File: src/rtl/sigdel_pkg.sv
// Shared types and constants for the sigma-delta read-out path.
// Holds the UART frame FSM state enum and frame geometry.
package sigdel_pkg;

  typedef enum logic [2:0] {
    ST_IDLE,
    ST_START,
    ST_DATA,
    ST_PARITY,
    ST_STOP
  } uart_state_t;

  localparam int UART_BYTES_PER_FRAME = 3;
  localparam int UART_DATA_BITS = 8;
  localparam logic [7:0] UART_SYNC_BYTE = 8'hA5;

  function automatic logic even_parity(
    input logic [7:0] b
  );
    return ^b;
  endfunction

endpackage

File: src/rtl/uart_bit_timer.sv
// Bit-period down-counter for the UART shifter.
// Ports: clk, rst_n, load (reload CLK_DIV-1), tick (count at 0).
module uart_bit_timer #(
  parameter int CLK_DIV = 434
) (
  input  logic clk,
  input  logic rst_n,
  input  logic load,
  output logic tick
);

  localparam logic [15:0] RELOAD = 16'(CLK_DIV - 1);

  logic [15:0] cnt;

  always_ff @(posedge clk or negedge rst_n) begin
    if (!rst_n) begin
      cnt <= '0;
    end else if (load) begin
      cnt <= RELOAD;
    end else if (cnt != '0) begin
      cnt <= cnt - 16'd1;
    end
  end

  assign tick = (cnt == '0);

endmodule

File: src/rtl/sinc_uart_tx.sv
// Sends each captured 16-bit filter sample as UART frame A5,MSB,LSB.
// Ports: clk, rst_n, sample, sample_en, clr_ovf -> tx, busy, overflow.
// SINC_UART_PARITY_EN adds an even parity bit per byte (8E1).
module sinc_uart_tx
  import sigdel_pkg::*;
#(
  parameter int         CLK_DIV   = 434,
  parameter logic [7:0] SYNC_BYTE = UART_SYNC_BYTE
) (
  input  logic        clk,
  input  logic        rst_n,
  input  logic [15:0] sample,
  input  logic        sample_en,
  output logic        tx,
  output logic        busy,
  output logic        overflow,
  input  logic        clr_ovf
);

  uart_state_t state;
  uart_state_t state_d;

  logic [15:0] hold;
  logic        hold_full;
  logic [15:0] frame_buf;
  logic [15:0] frame_buf_d;
  logic [7:0]  shreg;
  logic [7:0]  shreg_d;
  logic [2:0]  bit_idx;
  logic [2:0]  bit_idx_d;
  logic [1:0]  byte_idx;
  logic [1:0]  byte_idx_d;
  logic        tx_q;
  logic        tx_d;
  logic        ovf_q;
  logic        load;
  logic        tick;
  logic        consume;
  logic        drop;

`ifdef SINC_UART_PARITY_EN
  logic par;
  logic par_d;
`endif

  uart_bit_timer #(
    .CLK_DIV(CLK_DIV)
  ) u_timer (
    .clk  (clk),
    .rst_n(rst_n),
    .load (load),
    .tick (tick)
  );

  // hold is released the cycle IDLE copies it, so a
  // strobe in that same cycle is accepted, not dropped
  assign consume = (state == ST_IDLE) && hold_full;
  assign drop    = sample_en && hold_full && !consume;

  always_ff @(posedge clk or negedge rst_n) begin
    if (!rst_n) begin
      hold      <= '0;
      hold_full <= 1'b0;
    end else if (sample_en && !drop) begin
      hold      <= sample;
      hold_full <= 1'b1;
    end else if (consume) begin
      hold_full <= 1'b0;
    end
  end

  // a drop in the same cycle as clr_ovf keeps the flag
  always_ff @(posedge clk or negedge rst_n) begin
    if (!rst_n) begin
      ovf_q <= 1'b0;
    end else if (drop) begin
      ovf_q <= 1'b1;
    end else if (clr_ovf) begin
      ovf_q <= 1'b0;
    end
  end

  always_ff @(posedge clk or negedge rst_n) begin
    if (!rst_n) begin
      state     <= ST_IDLE;
      frame_buf <= '0;
      shreg     <= '0;
      bit_idx   <= '0;
      byte_idx  <= '0;
      tx_q      <= 1'b1;
    end else begin
      state     <= state_d;
      frame_buf <= frame_buf_d;
      shreg     <= shreg_d;
      bit_idx   <= bit_idx_d;
      byte_idx  <= byte_idx_d;
      tx_q      <= tx_d;
    end
  end

`ifdef SINC_UART_PARITY_EN
  always_ff @(posedge clk or negedge rst_n) begin
    if (!rst_n) begin
      par <= 1'b0;
    end else begin
      par <= par_d;
    end
  end
`endif

  always_comb begin
    state_d     = state;
    frame_buf_d = frame_buf;
    shreg_d     = shreg;
    bit_idx_d   = bit_idx;
    byte_idx_d  = byte_idx;
    load        = 1'b0;
`ifdef SINC_UART_PARITY_EN
    par_d       = par;
`endif
    unique case (state)
      ST_IDLE: begin
        if (hold_full) begin
          frame_buf_d = hold;
          byte_idx_d  = '0;
          shreg_d     = SYNC_BYTE;
          load        = 1'b1;
          state_d     = ST_START;
`ifdef SINC_UART_PARITY_EN
          par_d       = even_parity(SYNC_BYTE);
`endif
        end
      end
      ST_START: begin
        if (tick) begin
          bit_idx_d = '0;
          load      = 1'b1;
          state_d   = ST_DATA;
        end
      end
      ST_DATA: begin
        if (tick) begin
          load    = 1'b1;
          shreg_d = {1'b0, shreg[7:1]};
          if (bit_idx == 3'(UART_DATA_BITS - 1)) begin
`ifdef SINC_UART_PARITY_EN
            state_d = ST_PARITY;
`else
            state_d = ST_STOP;
`endif
          end else begin
            bit_idx_d = bit_idx + 3'd1;
          end
        end
      end
      ST_PARITY: begin
        if (tick) begin
          load    = 1'b1;
          state_d = ST_STOP;
        end
      end
      ST_STOP: begin
        if (tick) begin
          load = 1'b1;
          if (byte_idx < 2'(UART_BYTES_PER_FRAME - 1)) begin
            byte_idx_d = byte_idx + 2'd1;
            shreg_d    = (byte_idx == 2'd0) ?
                         frame_buf[15:8] : frame_buf[7:0];
            state_d    = ST_START;
`ifdef SINC_UART_PARITY_EN
            par_d      = even_parity(shreg_d);
`endif
          end else begin
            state_d = ST_IDLE;
          end
        end
      end
      default: begin
        state_d = ST_IDLE;
      end
    endcase
  end

  // tx is registered from the next state so the pin never
  // glitches while the state and shifter switch together
  always_comb begin
    tx_d = 1'b1;
    unique case (state_d)
      ST_START:  tx_d = 1'b0;
      ST_DATA:   tx_d = shreg_d[0];
`ifdef SINC_UART_PARITY_EN
      ST_PARITY: tx_d = par_d;
`endif
      default:   tx_d = 1'b1;
    endcase
  end

  assign tx       = tx_q;
  assign busy     = (state != ST_IDLE);
  assign overflow = ovf_q;

endmodule

File: config.mk
export PLATFORM = sky130hd
export DESIGN_NAME = sinc_uart_tx
export DESIGN_NICKNAME = d
export VERILOG_FILES = /design/src/rtl/sigdel_pkg.sv /design/src/rtl/uart_bit_timer.sv /design/src/rtl/sinc_uart_tx.sv
export SDC_FILE = /design/constraint.sdc
export NUM_CORES = 1
export LEC_CHECK = 0
export ABC_AREA = 1
export BUFFER_PORTS_ARGS = -buffer_cell sky130_fd_sc_hd__buf_2
export CAP_MARGIN = 20
export CORE_ASPECT_RATIO = 0.75
export CORE_UTILIZATION = 35
export CTS_BUF_LIST = sky130_fd_sc_hd__clkbuf_4
export CTS_CLUSTER_DIAMETER = 150
export DETAILED_ROUTE_END_ITERATION = 10
export HOLD_SLACK_MARGIN = 0.08
export PLACE_DENSITY = 0.48
export SKIP_CTS_REPAIR_TIMING = 1
export SYNTH_ARGS = -nofsm -noshare
export SYNTH_HDL_FRONTEND = slang
export SYNTH_SLANG_ARGS = --single-unit
File: constraint.sdc
create_clock -name clk -period 2.1 [get_ports clk]
set_clock_uncertainty 0.05 [all_clocks]
set_input_delay 0.42 -clock clk [delete_from_list [all_inputs] [get_ports clk]]
set_output_delay 0.42 -clock clk [all_outputs]
set_load 0.005 [all_outputs]
# Word level (Yosys, flattened, before mapping)
# Cells that the tools add are included.
# Widths: inputs -> output; s select.
word_totals:
  regBits: 67
  inputBits: 20
  output_inout_bits: 3
classes:
  n_addsub: 3
  magnitude_cmp: 1
  n_eq_ne: 13
  muxes: 32
  n_reduce_logical: 22
ops:
  columns: ["operator", "n"]
  rows:
  - ["$mux 8", 5]
  - ["$mux 16", 2]
  - ["$mux 3", 9]
  - ["$pmux 8 s3", 1]
  - ["$logic_not 16->1", 1]
  - ["$reduce_bool 16->1", 1]
  - ["$sub 16x1->16 const B", 1]
  - ["$pmux 3 s5", 1]
  - ["$ne 2x2->1 const B", 6]
  - ["$reduce_bool 2->1", 5]
  - ["$eq 3x2->1 const B", 3]
  - ["$reduce_and 4->1", 2]
  - ["$mux 1", 7]
  - ["$eq 3x1->1 const B", 2]
  - ["$eq 3x3->1 const B", 2]
  - ["$mux 2", 3]
  - ["$pmux 3 s2", 1]
  - ["$reduce_bool 3->1", 2]
  - ["$reduce_and 5->1", 1]
  - ["$logic_and 1x1->1", 4]
  - ["$pmux 1 s2", 2]
  - ["$pmux 2 s2", 1]
  - ["$reduce_or 4->1", 1]
  - ["$add 3x1->3 const B", 1]
  - ["6 further kinds", 7]

# Logic depth before layout (Yosys ltp)
logic_depth:
  depth_word: 7
  mapped_depth: 11
  mapped_depth_nobuf: 11

# By module
# From an unflattened synthesis, not the netlist that was laid out.
hier_totals:
  cells_unflattened: 436
  hier_area_um2: 3440.8
by_module_without_submodules:
  columns: ["module", "n_inst", "cells_each", "area_per_inst_um2"]
  rows:
  - ["sinc_uart_tx", 1, 285, 2377.3]
  - ["uart_bit_timer", 1, 151, 1063.5]

# Worst setup path before layout
# Ideal clock, no wire load.
synth_timing:
  kind: "reg-to-reg"
  from: "reg u_timer.cnt[0]"
  to: "reg u_timer.cnt[14]"
  t_arrival_ns: 1.442
  setup_slack_ns: 0.488
  stages_incl_launch_ff: 11
  period_less_slack_ns: 1.612
  cell_sequence: "dfrtp_1 > inv_1 > ha_1 > nand2_2 > nor2_8 > nand2_8 > clkinv_4 > nand2_4 > nand2_8 > inv_4 > and3_1"
synth_between:
  elab_chain_cells: 4
synth_rtl:
  columns: ["element", "line_no", "rtl"]
  rows:
  - ["from (decl)", "uart_bit_timer.sv:14", "logic [15:0] cnt;"]
  - ["from (signal assigned)", "uart_bit_timer.sv:22", "cnt <= cnt - 16'd1;"]
  - ["parallel branches: the longest is 4 deep, another holds $sub 16x1->16", null, null]
# Several ways; the timed one is not identified. The select of a mux whose other input is x is not followed.
# A chain may end at the register's enable or synchronous reset.

# Worst setup path in the final report
layout_timing:
  from: "reg byte_idx[1]"
  to: "reg shreg[3]"
layout_between:
  elab_chain_cells: 5
layout_rtl:
  columns: ["element", "line_no", "rtl"]
  rows:
  - ["from (decl)", "sinc_uart_tx.sv:31", "logic [1:0] byte_idx;"]
  - ["from (signal assigned)", "sinc_uart_tx.sv:96", "byte_idx <= byte_idx_d;"]
  - ["$logic_not 2->1", "sinc_uart_tx.sv:167", "shreg_d = (byte_idx == 2'd0) ?"]
  - ["$mux 8", "sinc_uart_tx.sv:167", null]
  - ["$mux 8", "sinc_uart_tx.sv:165", "if (byte_idx < 2'(UART_BYTES_PER_FRAME - 1)) begin"]
  - ["$mux 8", "sinc_uart_tx.sv:163", "if (tick) begin"]
  - ["$pmux 8 s3", "sinc_uart_tx.sv:121", "unique case (state)"]
  - ["to (signal assigned)", "sinc_uart_tx.sv:94", "shreg <= shreg_d;"]
  - ["to (decl)", "sinc_uart_tx.sv:27", "logic [7:0] shreg;"]
# Parallel ways exist; a longest one is shown, timed or not. The select of a mux whose other input is x is not followed.

==> report_table.html <==
<table>
<tr><th>Metric</th><th>Value</th></tr>
<tr><th colspan="2">Worst setup path</th></tr>
<tr><td>Cell family with the largest share of critical-path delay</td><td>adder cells</td></tr>
<tr><td>Biggest cell delay along the critical path</td><td>0.51 ns</td></tr>
<tr><td>Cell Chain, Critical Path</td><td>inv_1 -&gt; ha_1 -&gt; mux2i_1 -&gt; nor3_1 -&gt; a21oi_1 -&gt; nand2_1</td></tr>
<tr><td>Worst path buffer plus inverter count</td><td>1</td></tr>
<tr><td>WP data arrival</td><td>2.22 ns</td></tr>
<tr><td>Setup crit start</td><td>byte_idx[1]$_DFFE_PN0P_</td></tr>
<tr><td>Crit start category</td><td>register</td></tr>
<tr><td>Worst R2R Start</td><td>byte_idx[1]$_DFFE_PN0P_</td></tr>
<tr><td>Worst EP required</td><td>2.35 ns</td></tr>
<tr><td>Slowest CP cell</td><td>sky130_fd_sc_hd__ha_1</td></tr>
<tr><td>Max FO, Critical Path</td><td>10</td></tr>
<tr><td>Kind of capture point of the worst setup path</td><td>register</td></tr>
<tr><td>Class of the most critical setup path</td><td>register to register</td></tr>
<tr><th colspan="2">Drt</th></tr>
<tr><td>Vias after detailed routing</td><td>2539</td></tr>
<tr><td>Drc violations</td><td>0</td></tr>
<tr><td>WL per Instance</td><td>12.5 µm</td></tr>
<tr><td>Average vias per placed instance</td><td>4.57</td></tr>
<tr><td>Initial DRC count</td><td>137</td></tr>
<tr><td>Final wirelength</td><td>6.96 mm</td></tr>
<tr><td>1st-pass router iterations</td><td>4</td></tr>
<tr><td>Antenna Nets Post-Route</td><td>0</td></tr>
<tr><th colspan="2">Place</th></tr>
<tr><td>Worst slack at placement</td><td>0.138 ns</td></tr>
<tr><td>Gp weighted congestion</td><td>0.839</td></tr>
<tr><td>Number of I/O port buffers</td><td>22</td></tr>
<tr><td>Total half-perimeter wirelength after legalization and detailed placement</td><td>5.11 mm</td></tr>
<tr><th colspan="2">Timing</th></tr>
<tr><td>Portion of the clock cycle consumed by the worst path in the final layout</td><td>0.937</td></tr>
<tr><td>Smallest setup slack after layout</td><td>0.131 ns</td></tr>
<tr><td>Final-report setup violation count</td><td>0</td></tr>
<tr><td>Setup tns final</td><td>0 ns</td></tr>
<tr><td>Time the final worst path needs with I/O delays and setup</td><td>1.97 ns</td></tr>
<tr><td>Unrepaired setup endpoints after global routing</td><td>no</td></tr>
<tr><td>Max Clock Freq</td><td>508 MHz</td></tr>
<tr><td>Slew at the pin closest to its max-slew limit</td><td>0.495 ns</td></tr>
<tr><td>Count of endpoints failing hold in the final timing report</td><td>0</td></tr>
<tr><td>Max-Slew Margin vs Limit</td><td>0.670</td></tr>
<tr><td>Final count of pins violating max slew</td><td>0</td></tr>
<tr><th colspan="2">Final layout</th></tr>
<tr><td>Final-layout fill cell count</td><td>986</td></tr>
<tr><td>Diode count</td><td>0</td></tr>
<tr><td>Share of post-route cells with drive strength above 1</td><td>0.192</td></tr>
<tr><td>Final #Nets</td><td>447</td></tr>
<tr><td>Most frequent cells in the layout</td><td>sky130_fd_sc_hd__nand2_1 (93), sky130_fd_sc_hd__dfrtp_1 (66), sky130_fd_sc_hd__nor2_1 (43), sky130_fd_sc_hd__inv_1 (35), sky130_fd_sc_hd__a21oi_1 (23)</td></tr>
<tr><td>Layout Area Growth over Synthesis</td><td>10.9%</td></tr>
<tr><td>Most common cell after layout, fill and taps aside</td><td>sky130_fd_sc_hd__nand2_1</td></tr>
<tr><th colspan="2">Power</th></tr>
<tr><td>Highest ir drop seen on vdd</td><td>0.000322 V</td></tr>
<tr><td>Combinational share of power</td><td>0.077</td></tr>
<tr><td>Power per standard cell area</td><td>609 mW/mm²</td></tr>
<tr><td>Seq pwr share</td><td>0.620</td></tr>
<tr><td>Int Power</td><td>1.71 mW</td></tr>
<tr><td>Sw Pwr</td><td>591 µW</td></tr>
<tr><td>Relative contribution of the clock network to total power</td><td>0.303</td></tr>
<tr><td>Static Leak</td><td>1.94 nW</td></tr>
<tr><td>Tot Pwr</td><td>2.30 mW</td></tr>
<tr><td>Switching Fraction</td><td>0.257</td></tr>
<tr><th colspan="2">GRT</th></tr>
<tr><td>GRT Residual Overflow</td><td>0</td></tr>
<tr><td>Overall routing resource usage</td><td>0.157</td></tr>
<tr><td>Vias in the first global route</td><td>2389</td></tr>
<tr><td>Initial antenna violation count</td><td>0</td></tr>
<tr><td>Maximum number of pins on one net before global-route repair</td><td>52</td></tr>
<tr><td>Wire length of the first global-routing pass</td><td>11.9 mm</td></tr>
<tr><th colspan="2">Worst hold path</th></tr>
<tr><td>Type of the worst min-delay path</td><td>primary input to register</td></tr>
<tr><td>Hold_sp</td><td>sample[1]</td></tr>
<tr><th colspan="2">Synth</th></tr>
<tr><td>Synthesized flop and latch total</td><td>67</td></tr>
<tr><td>Synthesized netlist cell count</td><td>393</td></tr>
<tr><td>Unique cell type count in the Yosys netlist</td><td>38</td></tr>
<tr><td>Avg Inst Size Synth</td><td>8.67 µm²</td></tr>
<tr><td>Total standard cell area after synthesis</td><td>0.00341 mm²</td></tr>
<tr><td>Warnings, synthesis</td><td>0</td></tr>
<tr><td>Share of Yosys cell area claimed by the top area cell type</td><td>0.485</td></tr>
<tr><td>Proportion of synthesized chip area in sequential cells</td><td>0.492</td></tr>
<tr><td>Top cell type by total area after synthesis</td><td>sky130_fd_sc_hd__dfrtp_1</td></tr>
<tr><td>Ranking of synthesized cells by area</td><td>sky130_fd_sc_hd__dfrtp_1 (48%), sky130_fd_sc_hd__nand2_1 (10%), sky130_fd_sc_hd__nor2_1 (4.7%)</td></tr>
<tr><td>Post-Synthesis Net Count</td><td>418</td></tr>
<tr><th colspan="2">Clock tree</th></tr>
<tr><td>Clk buf depth</td><td>2</td></tr>
<tr><td>CTS Root Buffer Type</td><td>sky130_fd_sc_hd__clkbuf_4</td></tr>
<tr><td>Number of sinks on the clock net</td><td>67</td></tr>
<tr><td>CTS clk-pin slew, worst paths</td><td>0.11 ns</td></tr>
<tr><td>Number of CTS-inserted buffers</td><td>9</td></tr>
<tr><td>Clock insertion delay at the later pin of the skew report</td><td>0.41 ns</td></tr>
<tr><td>Clock H-tree levels</td><td>3</td></tr>
<tr><td>Clock tree from TritonCTS</td><td>done</td></tr>
<tr><th colspan="2">Flow run</th></tr>
<tr><td>Max cap viols</td><td>0</td></tr>
<tr><th colspan="2">Run status</th></tr>
<tr><td>Status</td><td>finished clean</td></tr>
<tr><th colspan="2">Die</th></tr>
<tr><td>Total number of placement rows</td><td>30</td></tr>
<tr><td>Die span in x</td><td>116 µm</td></tr>
<tr><td>Core area</td><td>0.00923 mm²</td></tr>
<tr><td>Die Footprint</td><td>0.0101 mm²</td></tr>
<tr><td>IO Count</td><td>23</td></tr>
<tr><td>Initial standard-cell utilization of the core</td><td>0.369</td></tr>
<tr><td>Height of the chip</td><td>87.4 µm</td></tr>
</table>
## through the flow
stage	hold slack [ns]	utilization	area (µm²)	cells
floorplan	0.0744	-	3410	393
global placement	0.334	0.396	3660	538
detailed placement	0.331	0.396	3660	538
CTS	-0.146	0.408	3770	554
global route	0.118	0.409	3780	555
finish	0.160	0.409	3780	555
## power by group through the flow
stage	clock, mW	combinational (mW)	sequential (mW)
floorplan	0	0.112	1.45
global placement	0	0.178	1.45
detailed placement	0	0.182	1.46
CTS	0.744	0.183	1.43
global route	0.797	0.210	1.44
finish	0.698	0.177	1.43
## state kept, by name (all words and copies together) (netlist names)
register     count
frame_buf       16
hold            16
u_timer.cnt     16
shreg            8
bit_idx          3
state            3
byte_idx         2
hold_full        1
overflow         1
tx               1
## Yosys cell counts, drive strengths merged
library cell and number:
dfstp 1, mux2i 5, xor2 5, a211oi 1
mux2 3, nor2 58, nand2 105, o22ai 1
buf 8, and3 1, nor3 12, xnor2 4
o211ai 2, o31ai 1, o21ai 31, o2111ai 1
nand4 5, dfrtp 66, nand3 10, a21oi 23
inv 44, ha 5, clkinv 1
## per-layer routing
| metal | global-route usage | vias up | wire, µm |
|---|---|---|---|
| met5 | 0 | - | 0 |
| met4 | 0.0536 | 0 | 29 |
| met3 | 0.0452 | 2 | 335 |
| met2 | 0.213 | 48 | 2960 |
| met1 | 0.236 | 1177 | 3640 |
| li1 | - | 1312 | - |
## cell families (layout without fill, tap and decap cells)
logic type,count (synthesis),count (layout),synth area share
flip-flops,67,67,0.492
AND/OR/NAND/NOR,191,191,0.275
AO/OA/AOI/OAI,60,60,0.0988
multiplexers,8,8,0.0246
adder cells (fa/ha/maj),5,5,0.0184
XOR/XNOR,9,9,0.0231
buffers and inverters,53,87,0.0676
## worst paths after layout
path | slack [ns] | depth (start not counted) | to
worst max-delay path | 0.13 | 6 | shreg[3]$_DFFE_PN0P_
worst min-delay path | 0.16 | 2 | hold[1]$_DFFE_PN0P_
worst max register to register | 0.13 | 6 | shreg[3]$_DFFE_PN0P_
worst min register to register | 0.43 | 2 | frame_buf[0]$_DFFE_PN0P_
max in group asynchronous | 0.95 | 3 | tx$_DFF_PN1_
min in group asynchronous | 0.42 | 2 | bit_idx[1]$_DFFE_PN0P_
## cell type report
class | count | area, µm² | area share
tap | 128 | 160 | 0.0424
multi-input combinational | 273 | 1500 | 0.397
inverter | 45 | 179 | 0.0474
clock buffer | 10 | 75.1 | 0.0199
timing repair buffer | 26 | 155 | 0.0411
clock inverter | 6 | 32.5 | 0.00861
sequential | 67 | 1680 | 0.444
No activity file was read; power rests on OpenSTA's default activity.
